==> config.mk <==
export PLATFORM = sky130hd
export DESIGN_NAME = mem_responder
export DESIGN_NICKNAME = d
export VERILOG_FILES = /design/src/rtl/mem_responder.sv
export SDC_FILE = /design/constraint.sdc
export NUM_CORES = 2
export LEC_CHECK = 0
export CELL_PAD_IN_SITES_DETAIL_PLACEMENT = 0
export CELL_PAD_IN_SITES_GLOBAL_PLACEMENT = 1
export CORE_ASPECT_RATIO = 2
export CORE_UTILIZATION = 45
export DETAILED_ROUTE_END_ITERATION = 6
export DONT_BUFFER_PORTS = 1
export PLACE_DENSITY = 0.73
export SLEW_MARGIN = 5
export SYNTH_ARGS = -nofsm -noshare
export SYNTH_HDL_FRONTEND = slang
export SYNTH_SLANG_ARGS = --single-unit
==> constraint.sdc <==
create_clock -name clk -period 8.1 [get_ports clk]
set_input_delay 1.62 -clock clk [delete_from_list [all_inputs] [get_ports clk]]
set_output_delay 1.62 -clock clk [all_outputs]
set_load 0.02 [all_outputs]
==> src/rtl/mem_responder.sv <==
// Byte-wide memory responder with programmable wait states and a side loader port.
// Optional address range checking is enabled with the MEM_RESPONDER_BOUNDS_EN macro.
module mem_responder #(
  parameter int unsigned ADDR_W      = 8,
  parameter int unsigned DATA_W      = 8,
  parameter int unsigned DEPTH       = 256,
  parameter int unsigned WAIT_CYCLES = 1
) (
  input  logic              clk,
  input  logic              reset,
  input  logic              memread,
  input  logic              memwrite,
  input  logic [ADDR_W-1:0] adr,
  input  logic [DATA_W-1:0] writedata,
  output logic [DATA_W-1:0] memdata,
  output logic              ready,
  output logic              busy,
  output logic              err,
  input  logic              ld_en,
  input  logic [ADDR_W-1:0] ld_adr,
  input  logic [DATA_W-1:0] ld_data
);

  localparam int unsigned IDX_W = $clog2(DEPTH);
  localparam int unsigned CNT_W = 4;

  typedef enum logic [1:0] {
    S_IDLE = 2'd0,
    S_WAIT = 2'd1,
    S_RESP = 2'd2
  } state_t;

  logic [DATA_W-1:0] mem [DEPTH];

  state_t            state;
  logic              op_wr_q;
  logic [ADDR_W-1:0] adr_q;
  logic [DATA_W-1:0] wdata_q;
  logic [CNT_W-1:0]  cnt;

  logic              req_c;
  logic              collide_c;
  logic              adr_ok_c;
  logic              ld_ok_c;
  logic [IDX_W-1:0]  idx_c;
  logic              mem_we_c;
  logic [IDX_W-1:0]  mem_wadr_c;
  logic [DATA_W-1:0] mem_wdata_c;

  assign req_c     = memread ^ memwrite;
  assign collide_c = memread & memwrite;
  assign idx_c     = IDX_W'(adr_q);

`ifdef MEM_RESPONDER_BOUNDS_EN
  localparam logic [ADDR_W:0] DEPTH_L = (ADDR_W+1)'(DEPTH);
  assign adr_ok_c = ({1'b0, adr_q} < DEPTH_L);
  assign ld_ok_c  = ({1'b0, ld_adr} < DEPTH_L);
`else
  assign adr_ok_c = 1'b1;
  assign ld_ok_c  = 1'b1;
`endif

  // Single storage write port: loader in IDLE, core write commit in RESP.
  always_comb begin
    mem_we_c    = 1'b0;
    mem_wadr_c  = IDX_W'(ld_adr);
    mem_wdata_c = ld_data;
    if (reset && state == S_IDLE && ld_en) begin
      mem_we_c = ld_ok_c;
    end else if (reset && state == S_RESP && op_wr_q) begin
      mem_we_c    = adr_ok_c;
      mem_wadr_c  = idx_c;
      mem_wdata_c = wdata_q;
    end
  end

  // Storage is deliberately not reset so preloaded contents survive a core reset.
  always_ff @(posedge clk) begin
    if (mem_we_c) begin
      mem[mem_wadr_c] <= mem_wdata_c;
    end
  end

  always_ff @(posedge clk or negedge reset) begin
    if (!reset) begin
      state   <= S_IDLE;
      memdata <= '0;
      ready   <= 1'b0;
      busy    <= 1'b0;
      err     <= 1'b0;
      cnt     <= '0;
      op_wr_q <= 1'b0;
      adr_q   <= '0;
      wdata_q <= '0;
    end else begin
      ready <= 1'b0;
      err   <= 1'b0;
      case (state)
        S_IDLE: begin
          // Loader has priority; a held core request is taken on a later idle cycle.
          if (ld_en) begin
            if (!ld_ok_c) begin
              err <= 1'b1;
            end
          end else if (collide_c) begin
            err <= 1'b1;
          end else if (req_c) begin
            op_wr_q <= memwrite;
            adr_q   <= adr;
            wdata_q <= writedata;
            cnt     <= CNT_W'(WAIT_CYCLES);
            busy    <= 1'b1;
            state   <= (WAIT_CYCLES == 0) ? S_RESP : S_WAIT;
          end
        end
        S_WAIT: begin
          cnt <= cnt - CNT_W'(1);
          if (cnt == CNT_W'(1)) begin
            state <= S_RESP;
          end
        end
        S_RESP: begin
          if (!op_wr_q) begin
            memdata <= adr_ok_c ? mem[idx_c] : '0;
          end
          if (!adr_ok_c) begin
            err <= 1'b1;
          end
          ready <= 1'b1;
          busy  <= 1'b0;
          state <= S_IDLE;
        end
        default: begin
          busy  <= 1'b0;
          state <= S_IDLE;
        end
      endcase
    end
  end

endmodule

After elaboration in Yosys (flattened, before gate mapping)
Memories as Yosys holds them, arrays and structs flattened. A register that Yosys moved wholly into a read port is not among the register bits.
Index checks and enable logic that the tools add are counted.
{ "classes": {"bitwise": 6, "n_eq_ne": 7, "n_mux": 25, "addsub": 1, "reduce_logical": 12} }
{ "op_table": {"columns": ["op", "n"], "rows": [
  ["$mux 8", 4],
  ["$reduce_and 4->1", 4],
  ["$mux 4", 3],
  ["$mux 1", 11],
  ["$mux 2", 4],
  ["$ne 2x2->1 const B", 4],
  ["$pmux 4 s2", 1],
  ["$eq 4x1->1 const B", 1],
  ["$logic_and 1x1->1", 4],
  ["$not 1->1", 4],
  ["$pmux 2 s2", 1],
  ["$sub 4x1->4 const B", 1],
  ["$eq 2x1->1 const B", 1],
  ["$eq 2x2->1 const B", 1],
  ["$logic_not 2->1", 1],
  ["$pmux 1 s2", 1],
  ["$reduce_and 2->1", 1],
  ["$reduce_bool 2->1", 1],
  ["$and 1x1->1", 1],
  ["$logic_not 1->1", 1],
  ["$xor 1x1->1", 1]
]} }
{ "totals": {"input_bits": 37, "ramBits": 2048, "register_bits": 26, "output_inout_bits": 11, "memories": 1, "wordCells": 60} }
{ "mem_list": {"columns": ["name", "words", "width", "read_ports", "rd_clocked_by_memory_dff", "wr", "line", "rtl"], "rows": [
  ["mem", 256, 8, 1, 1, 1, "33", "logic [DATA_W-1:0] mem [DEPTH];"]
]} }

Depth between registers and ports, before layout
{ "depth": {"ltp_word": 7, "mapped_depth": 11, "mapped_depth_nobuf": 7} }

Worst setup path before layout
No wires, ideal clock.
{ "synth_timing": {"path_kind": "input to register", "from": "input port reset", "to": "memory mem[0][0], data pin", "required_time_ps": 7275, "setup_ps": 825, "arrival_ps": 5153, "n_path_buf": 2, "slack_ps": 2122, "stages": 5, "cell_sequence": "and3_1 -> buf_2 -> buf_2 -> nand2_1 -> nand2_1"} }
{ "synth_between": {"elab_chain_cells": 4, "word_cells_on_any_way": 6, "cone_classes": "mux (2); reduce/logical (4)"} }
{ "synth_lines": {"columns": ["element", "line", "rtl"], "rows": [
  ["start: declaration", "10", "input logic reset,"],
  ["$logic_and 1x1->1 (2 in a row)", "70", "end else if (reset && state == S_RESP && op_wr_q) begin"],
  ["$mux 8", "70", null],
  ["$mux 8 *", "68", "if (reset && state == S_IDLE && ld_en) begin"],
  ["net mem_wdata_c[0]", "48", "logic [DATA_W-1:0] mem_wdata_c;"],
  ["end: declaration", "33", null]
]} }
The timed path passes the listed nets; every way through them passes the cells marked *.

Final worst setup path
{ "layout_timing": {"from": "register adr_q[1]", "to": "memory mem[142][4] (enable)"} }
{ "layout_between": {"elab_chain_cells": 2} }
{ "layout_lines": {"columns": ["element", "line", "rtl"], "rows": [
  ["start: declaration", "37", "logic [ADDR_W-1:0] adr_q;"],
  ["start signal: assignment", "109", "adr_q <= adr;"],
  ["$mux 8", "70", null],
  ["$mux 8", "68", null]
]} }
Every way passes these cells.

==> impl_metrics.json <==
{
  "yosysSeqAreaShare_pct": 77.3,
  "synthCells": 3937,
  "p_per_area_nw_per_um2": 318,
  "status": "finished, violations left",
  "num_vias": 39500,
  "slowest_delay_ns": 0.76,
  "drv_slew": 0,
  "max_freq_mhz": 206,
  "irDropWorstVdd_mv": 0.292,
  "cp.arrival_ns": 5.30,
  "reg2regPathDepth": 7,
  "violations": "DRC",
  "gp_congestion": 0.915,
  "most-common-layout-cells": "edfxtp_1 (2048), mux4_2 (433), nor2_1 (275), clkbuf_16 (178), nand2_1 (169)",
  "final_antenna_net_count": 0,
  "drv_cap": 0,
  "crit_path_frequent_cell": "buf_4",
  "hpwlAfterDp_um": 144000,
  "grt_pass1_vias": 41000,
  "viasPerCell": 6.16,
  "criticalPathCategory": "flip-flop to flip-flop",
  "setup_tns_ns": 0,
  "regArea_um2": 62400,
  "netlist_area_um2": 80700,
  "finalHoldViolCount": 0,
  "grt_max_degree": 137,
  "tightest_slew_ns": 1.29,
  "wire_per_inst_um": 34.7,
  "initial_core_util_pct": 45.3,
  "cts_hold_buf": 0,
  "post_cts_buffers": 0,
  "rrSetupSlack_ns": 3.24,
  "startpoint_type": "flip-flop",
  "crit_buf_inv": 4,
  "cp_cell_sequence": "buf_4 -> inv_1 -> buf_4 -> o31ai_2 -> nand3_1 -> buf_4 -> nor2_1",
  "gr-total-overflow": 0,
  "synth-edff-count": 2048,
  "drc": 34,
  "dieHeight_um": 601,
  "crit_path_top_delay_cell": "nand3_1",
  "n_fill_cell": 14000,
  "cts_max_path_buffers": 4,
  "num_rows": 219,
  "place_ws_ns": 2.74,
  "cp_data_required_time_ns": 8.53,
  "fin_skew_ns": 0.0411,
  "mostFrequentLayoutCell": "edfxtp_1",
  "drive_gt1_share_pct": 19.3,
  "p_leak_nw": 26.9,
  "coreArea_um2": 178000,
  "fin_nets": 3998,
  "ys_types": 55,
  "area_growth_pct": 10.1,
  "dieArea_um2": 181000,
  "track_usage_pct": 24.7,
  "period_share_pct": 60.0,
  "io_pins": 48,
  "clkSinkCount": 2082,
  "drt_iter0_markers": 3922,
  "path_clk_slew_ns": 0.07,
  "r2r_end": "mem[142][4]",
  "firstDrtPassIters": 7,
  "synthArstFlopShare_pct": 1.63,
  "fin_total_pwr_w": 0.0283,
  "setup_violations": 0,
  "syn-num-nets": 3977,
  "timing.rr.start": "adr_q[1]",
  "syn_area_per_cell_um2": 20.5,
  "finalCriticalPeriod_ns": 4.86,
  "cts_max_level": 4,
  "cts_buffers": 173,
  "cp_top_family": "buffers and inverters",
  "die_w_um": 301,
  "layout_setup_ws_ns": 3.24,
  "portBuffers": 0,
  "crit_fanout": 50,
  "cts_tree": "done",
  "multi_input_area_um2": 17100,
  "crit_path_end_kind": "flip-flop",
  "slew_headroom_pct": 13.7,
  "cts_root_buf": "clkbuf_16",
  "yosysWarnings": 0,
  "wl_um": 223000,
  "insertion_delay_ns": 0.85,
  "synth_ff_type": "edfxtp_1",
  "hp-class": "primary input to async pin",
  "antenna_found_initial": 10,
  "ys_ff_latch": 2082,
  "rsz0062_at_grt": "false",
  "cts_resized": 0,
  "grt_pass1_wl_um": 311000
}
==> flip-flops by register name (all words and copies together) (netlist names) <==
| name | count |
|---|---|
| adr_q | 8 |
| busy | 1 |
| cnt | 4 |
| err | 1 |
| mem | 2048 |
| memdata | 8 |
| op_wr_q | 1 |
| ready | 1 |
| state | 2 |
| wdata_q | 8 |
==> where the power goes <==
group | total (W) | switching (W) | leakage (nW) | internal, W
combinational | 0.00761 | 0.00484 | 5.34 | 0.00277
sequential | 0.0121 | 0.000173 | 18.8 | 0.0120
clock | 0.00850 | 0.00380 | 2.72 | 0.00471
==> routing by layer <==
metal / up-vias / share of wire [%] / global-route usage, %
met3: 531 / 6.8 / 3.91
met5: - / 0.031 / 0
met1: 20700 / 31 / 26.2
met4: 10 / 8.8 / 18.4
met2: 1895 / 53 / 43.8
li1: 16300 / - / -
==> worst max-delay path by stage <==
stage	from	to	slack (ns)	depth (start not counted)
6_report	adr_q[1]	mem[142][4]	3.24	7
5_1_grt	state[0]	mem[213][5]	3.06	6
4_1_cts	adr_q[1]	mem[38][2]	3.26	7
3_5_place_dp	reset	mem[21][2]	2.74	5
3_3_place_gp	reset	mem[41][1]	2.85	7
2_1_floorplan	reset	mem[0][0]	2.12	5
==> synthesized netlist by cell type (4+ instances only) <==
library cell,count,area (um^2)
a211o_1,7,61.3
a211oi_1,39,293
a21oi_1,30,150
a221o_1,7,70.1
a221oi_1,19,166
a221oi_2,8,120
a22o_1,18,158
a22oi_1,131,983
a311oi_1,8,70.1
a31oi_1,9,56.3
and2_1,4,25.0
and3_1,9,56.3
buf_1,18,67.6
buf_2,51,255
buf_4,27,203
buf_6,19,214
clkbuf_1,114,428
dfrtp_1,34,851
edfxtp_1,2048,61500
inv_1,8,30.0
mux2i_1,160,1600
mux4_2,433,9750
nand2_1,178,668
nand2b_1,5,31.3
nand3_1,63,315
nand3b_1,12,90.1
nand4_1,10,62.6
nor2_1,280,1050
nor3_1,20,100
o21ai_0,19,95.1
o21ai_1,12,60.1
o221ai_1,34,298
o22ai_1,52,325
o31ai_1,10,75.1
or3_1,6,37.5
==> per-stage QoR <==
| stage | instances | hold WS, ns | area, um^2 | util (%) |
|---|---|---|---|---|
| after detailed placement | 6103 | 0.463 | 83200 | 46.7 |
| final | 6410 | 0.488 | 88800 | 49.9 |
| after floorplan | 3937 | 0.446 | 80700 | - |
| after global placement | 6103 | 0.465 | 83200 | 46.7 |
| after global routing | 6407 | 0.474 | 88800 | 49.9 |
| after CTS | 6406 | 0.455 | 88800 | 49.9 |
==> cells by family after synthesis <==
kind of cell / synth area share [%]
muxes: 14.1
DFF: 77.3
xor gates and xnor gates: 0.0217
AOI/OAI and AO/OA: 3.81
buffers and inverters: 1.62
and+or+nand+nor: 3.11
adders and majority gates: 0.0465
==> final cells by class <==
cell class              instances  share of cell area [%]
repair buffers                 81                   0.882
clock buffers                 206                    5.13
flip-flops and latches       2082                    70.2
diodes                          4                  0.0113
multi-input cells            1610                    19.3
clock inverters                97                    1.19
inverters                      10                  0.0423
well taps                    2320                    3.27
(Power assumes the default switching activity.)
